==> src/rtl/cpu_pkg.sv <==
// Shared encodings for the 8-bit CPU: opcodes, instruction phases and a
// packed strobe bundle used by the controller decode.
package cpu_pkg;

    typedef enum logic [2:0] {
        HLT = 3'd0,
        SKZ = 3'd1,
        ADD = 3'd2,
        AND = 3'd3,
        XOR = 3'd4,
        LDA = 3'd5,
        STO = 3'd6,
        JMP = 3'd7
    } opcode_t;

    typedef enum logic [2:0] {
        INST_ADDR  = 3'd0,
        INST_FETCH = 3'd1,
        INST_LOAD  = 3'd2,
        IDLE       = 3'd3,
        OP_ADDR    = 3'd4,
        OP_FETCH   = 3'd5,
        ALU_OP     = 3'd6,
        STORE      = 3'd7
    } phase_t;

    localparam int NUM_PHASES = 8;

    typedef struct packed {
        logic sel;
        logic rd;
        logic ld_ir;
        logic inc_pc;
        logic ld_pc;
        logic ld_ac;
        logic wr;
        logic data_e;
        logic halt;
    } strobes_t;

    // Opcodes whose operand is read from memory and written into the accumulator.
    function automatic logic is_aluop(input opcode_t op);
        return (op == ADD) || (op == AND) || (op == XOR) || (op == LDA);
    endfunction

endpackage

==> src/rtl/cpu_controller_if.sv <==
// Controller-to-datapath bundle: decoded instruction inputs and register/memory strobes.
interface cpu_controller_if;
    import cpu_pkg::*;

    opcode_t opcode;
    logic    zero;
    logic    sel;
    logic    rd;
    logic    ld_ir;
    logic    inc_pc;
    logic    ld_pc;
    logic    ld_ac;
    logic    wr;
    logic    data_e;
    logic    halt;

    modport master (
        input  opcode, zero,
        output sel, rd, ld_ir, inc_pc, ld_pc, ld_ac, wr, data_e, halt
    );

    modport slave (
        output opcode, zero,
        input  sel, rd, ld_ir, inc_pc, ld_pc, ld_ac, wr, data_e, halt
    );

endinterface

==> src/rtl/cpu_controller_phase_counter.sv <==
// Three-bit instruction phase counter; wraps STORE -> INST_ADDR, freezes on hold.
module phase_counter
    import cpu_pkg::*;
(
    input  logic   CLK,
    input  logic   RST,
    input  logic   hold,
    output phase_t phase
);

    always_ff @(posedge CLK) begin
        if (!RST)
            phase <= INST_ADDR;
        else if (!hold)
            phase <= phase_t'(phase + 3'd1);
    end

endmodule

==> src/rtl/cpu_controller.sv <==
// Instruction sequencer: steps eight phases per instruction and decodes the
// datapath strobes from phase, opcode and the accumulator zero flag.
module cpu_controller
    import cpu_pkg::*;
(
    input  logic              CLK,
    input  logic              RST,
    cpu_controller_if.master  bus
);

    phase_t   phase;
    logic     halted;
    logic     halt_now;
    logic     aluop;
    strobes_t s;

    // Halt takes effect in the same cycle the HLT opcode reaches OP_ADDR, so
    // the phase never advances past it and the PC is never bumped.
    assign halt_now = halted || (phase == OP_ADDR && bus.opcode == HLT);
    assign aluop    = is_aluop(bus.opcode);

    always_ff @(posedge CLK) begin
        if (!RST)
            halted <= 1'b0;
        else if (phase == OP_ADDR && bus.opcode == HLT)
            halted <= 1'b1;
    end

    phase_counter u_phase (
        .CLK   (CLK),
        .RST   (RST),
        .hold  (halt_now),
        .phase (phase)
    );

    always_comb begin
        s = '0;
        if (halt_now) begin
            s.halt = 1'b1;
        end else begin
            unique case (phase)
                INST_ADDR: begin
                    s.sel = 1'b1;
                end
                INST_FETCH: begin
                    s.sel = 1'b1;
                    s.rd  = 1'b1;
                end
                INST_LOAD, IDLE: begin
                    s.sel   = 1'b1;
                    s.rd    = 1'b1;
                    s.ld_ir = 1'b1;
                end
                OP_ADDR: begin
                    s.inc_pc = 1'b1;
                end
                OP_FETCH: begin
                    s.rd = aluop;
                end
                ALU_OP: begin
                    s.rd     = aluop;
                    s.inc_pc = (bus.opcode == SKZ) && bus.zero;
                    s.ld_pc  = (bus.opcode == JMP);
                    s.data_e = (bus.opcode == STO);
                end
                STORE: begin
                    s.rd     = aluop;
                    s.inc_pc = (bus.opcode == JMP);
                    s.ld_pc  = (bus.opcode == JMP);
                    s.ld_ac  = aluop;
                    s.wr     = (bus.opcode == STO);
                    s.data_e = (bus.opcode == STO);
                end
                default: s = '0;
            endcase
        end
    end

    assign bus.sel    = s.sel;
    assign bus.rd     = s.rd;
    assign bus.ld_ir  = s.ld_ir;
    assign bus.inc_pc = s.inc_pc;
    assign bus.ld_pc  = s.ld_pc;
    assign bus.ld_ac  = s.ld_ac;
    assign bus.wr     = s.wr;
    assign bus.data_e = s.data_e;
    assign bus.halt   = s.halt;

endmodule

==> src/flat_wrapper.sv <==
// flat-port wrapper written by rule: the top's interface ports become plain ports
module cpu_controller_flat import cpu_pkg::*;
  (CLK, RST, bus_opcode, bus_zero, bus_sel, bus_rd, bus_ld_ir, bus_inc_pc, bus_ld_pc, bus_ld_ac, bus_wr, bus_data_e, bus_halt);
  cpu_controller_if bus_i ();
  input  logic CLK;
  input  logic RST;
  input wire logic [$bits(bus_i.opcode)-1:0] bus_opcode;
  input wire logic [$bits(bus_i.zero)-1:0] bus_zero;
  output wire logic [$bits(bus_i.sel)-1:0] bus_sel;
  output wire logic [$bits(bus_i.rd)-1:0] bus_rd;
  output wire logic [$bits(bus_i.ld_ir)-1:0] bus_ld_ir;
  output wire logic [$bits(bus_i.inc_pc)-1:0] bus_inc_pc;
  output wire logic [$bits(bus_i.ld_pc)-1:0] bus_ld_pc;
  output wire logic [$bits(bus_i.ld_ac)-1:0] bus_ld_ac;
  output wire logic [$bits(bus_i.wr)-1:0] bus_wr;
  output wire logic [$bits(bus_i.data_e)-1:0] bus_data_e;
  output wire logic [$bits(bus_i.halt)-1:0] bus_halt;
  assign bus_i.opcode = bus_opcode;
  assign bus_i.zero = bus_zero;
  assign bus_sel = bus_i.sel;
  assign bus_rd = bus_i.rd;
  assign bus_ld_ir = bus_i.ld_ir;
  assign bus_inc_pc = bus_i.inc_pc;
  assign bus_ld_pc = bus_i.ld_pc;
  assign bus_ld_ac = bus_i.ld_ac;
  assign bus_wr = bus_i.wr;
  assign bus_data_e = bus_i.data_e;
  assign bus_halt = bus_i.halt;
  cpu_controller u_core (.CLK(CLK), .RST(RST), .bus(bus_i));
endmodule
==> config.mk <==
export PLATFORM = sky130hd
export DESIGN_NAME = cpu_controller_flat
export DESIGN_NICKNAME = d
export VERILOG_FILES = /design/src/rtl/cpu_pkg.sv /design/src/rtl/cpu_controller_if.sv /design/src/rtl/cpu_controller_phase_counter.sv /design/src/rtl/cpu_controller.sv /design/src/flat_wrapper.sv
export SDC_FILE = /design/constraint.sdc
export NUM_CORES = 1
export LEC_CHECK = 0
export ABC_AREA = 1
export CAP_MARGIN = 30
export CORE_MARGIN = 1
export CORE_UTILIZATION = 30
export DETAILED_ROUTE_END_ITERATION = 10
export SLEW_MARGIN = 10
export SYNTH_ARGS = -nofsm -noshare
export SYNTH_HDL_FRONTEND = slang
export SYNTH_SLANG_ARGS = --single-unit
==> constraint.sdc <==
create_clock -name CLK -period 1.7 [get_ports CLK]
set_clock_uncertainty 0.1 [all_clocks]
set_input_delay 0.51 -clock CLK [delete_from_list [all_inputs] [get_ports CLK]]
set_output_delay 0.51 -clock CLK [all_outputs]
set_load 0.005 [all_outputs]
==> out/metrics.cfg <==
[worst_setup_path]
path_class = reg2out
worst-r2r-setup-slack_ps = 220
critPathRequiredTime_ps = 1090
worstPathMaxFanout = 5
r2r_cells = 9
cp.arrival_ps = 1450
cp-start-kind = register
r2r_start = u_core.u_phase.phase[1]$_SDFFE_PN0P_
r2r_end = u_core.u_phase.phase[0]$_SDFFE_PN0P_
critPathCaptureType = output pin

[global_route]
grtUsageTotal_pct = 19.4
grt_pass1_wl_um = 2030
grt_antenna_before_repair = 0
grt_most_used_layer = met2
use_met1_pct = 19.6
use_met2_pct = 35.3
grt_pass1_vias = 497
grt_start_max_net_pins = 6
gr-total-overflow = 0
grt_use_met3_pct = 7.22

[cts]
clock-root-buffer = clkbuf_4
cts_max_level = 1
cts.clk_slew.worst_paths_ps = 40
clock_path_buffers = 2
cts_tree = built
cts-buffers-inserted = 3
clk-insertion-delay-late_ps = 250
cts.sinks = 4

[yosys]
synth.ff_latch_count = 4
async_reset_ff_share_pct = 0
netlist_instances = 68
synth_edf_count = 0
yosysMostFrequentCell = nand2_1
ys.warnings.count = 0
synthFlopType = dfxtp_1
netlist_area_um2 = 445
yosysTopAreaCell = ha_1
yosysSeqAreaShare_pct = 18.0
synthTopCellsByArea = ha_1, dfxtp_1, nand2_1
syn_nets = 81
yosysUniqueCellTypes = 15
avgSynthCellArea_um2 = 6.55
synth_top_area_share_pct = 19.7
yosys-top-cells-count = nand2_1, inv_1, nor2_1

[run_status]
outcome = finished, violations left
violations = setup timing

[die]
coreArea_um2 = 1330
die_x_um = 40.5
rows = 13
die_h_um = 40.5
io_pins = 15
initial_utilization_pct = 33.4
die_area_um2 = 1640

[timing]
slew_headroom_pct = 80.0
slew_violations = 0
worst_pin_slew_ps = 300
finalSetupTns_ps = -3030
worst_hold_slack_ps = 431
fmax_mhz = 485
rsz0062_at_grt = true
period_minus_slack_ps = 2060
finalHoldViolCount = 0
timing.final.crit_share_pct = 121
setup_violations = 9
finalWorstSetupSlack_ps = -363

[layout]
drive_above_1_share_pct = 60.4
fin_nets = 121
fillers = 118
diodes = 0
area_growth_pct = 94.9

[placement]
place_congestion = 0.694
port-buffer-count = 14
hpwl_um = 871

[routing]
drcViolationCount = 0
drtIter0Drc = 14
vias_per_cell = 4.81
wirelength_um = 1430
dr_total_vias = 582
routedWlPerCell_um = 11.8
drtAntennaViolNets = 0
first_pass_iters = 4

[pwr]
power_density_nw_per_um2 = 558
ir_drop_v = 0.000389
p_leak_nw = 0.459
power.total_w = 0.000484

[job]
drv_cap = 0

[hold_path]
min-delay-start = u_core.halted$_SDFFE_PN0P_
min_path_type = reg2reg
hold_path_depth = 3
whs_endpoint = u_core.u_phase.phase[2]$_SDFFE_PN0P_

[stage by stage]
step                      instance area, µm²  util [%]  instances  setup slack (ps)
after floorplan                          453         -         68              15.2
after global placement                   679      50.9        106              -915
after detailed placement                 679      50.9        106              -963
after CTS                                793      59.5        119              -369
after global routing                     868      65.1        121              -446
final                                    868      65.1        121              -363
[state kept, by name, summed over array words and instances, names as in the netlist]
name                  cells
u_core.halted             1
u_core.u_phase.phase      3
[cell families after synthesis]
kind of cell             Yosys count  synth area share [%]
buffers and inverters             12                  10.7
AND/OR/NAND/NOR                   38                  43.8
flip-flops                         4                  18.0
AO/OA/AOI/OAI                      7                  7.86
adder cells (fa/ha/maj)            7                  19.7
[worst max-delay path by stage]
| stage | slack (ps) | startpoint | end |
|---|---|---|---|
| after floorplan | 20 | u_core.u_phase.phase[0]$_SDFFE_PN0P_ | bus_rd |
| after global placement | -920 | bus_opcode[1] | bus_wr |
| after detailed placement | -960 | bus_opcode[2] | bus_wr |
| after CTS | -370 | u_core.u_phase.phase[1]$_SDFFE_PN0P_ | bus_rd |
| after global routing | -450 | u_core.u_phase.phase[1]$_SDFFE_PN0P_ | bus_data_e |
| final | -360 | u_core.u_phase.phase[1]$_SDFFE_PN0P_ | bus_data_e |
[worst max-delay path, cell delays in order, from the launching register on]
cell     delay [ps]
dfxtp_4         370
inv_4            40
ha_4            160
nand2_4          70
nor2_4           40
nand2_4          90
nand2_8          60
buf_6           130
nor3_4          100
buf_2           130
[repair_timing]
| item | CTS | global route |
|---|---|---|
| gates resized for setup | 49 | 16 |
| setup buffers | 10 | 2 |
| hold buffers | 0 | 0 |
| pin swaps | 4 | 1 |
| setup endpoints to repair | 9 | 9 |
[cell usage in the layout, fill, tap and decap left out, drive strengths merged]
cell type | synthesis | routed
nor3 | 3 | 3
buf | 0 | 29
nand2 | 15 | 15
ha | 7 | 7
inv | 12 | 12
clkbuf | 0 | 3
dfxtp | 4 | 4
clkdlybuf4s50 | 0 | 1
dlymetal6s2s | 0 | 1
a21oi | 7 | 7
nor2 | 12 | 12
nand3 | 7 | 7
dlygate4sd2 | 0 | 3
or2 | 1 | 1
clkdlybuf4s15 | 0 | 1
[layout make-up]
class / count / area (µm²) / share of cell area (%)
Sequential cell: 4 / 86.3 / 9.94
Clock buffer: 3 / 22.5 / 2.59
Multi-Input combinational cell: 52 / 427 / 49.1
Timing Repair Buffer: 35 / 264 / 30.4
Inverter: 12 / 50.0 / 5.76
Tap cell: 15 / 18.8 / 2.16
[layer usage]
metal	up-vias	routed length, µm
met4	0	56
met5	-	0
met1	256	520
met2	23	780
met3	6	67
li1	297	-
[where the power goes]
group	internal, W	switching, W
sequential	0.000106	0.0000137
combinational	0.000127	0.000115
clock	0.0000792	0.0000433
total	0.000312	0.000172
(Power assumes the default switching activity.)
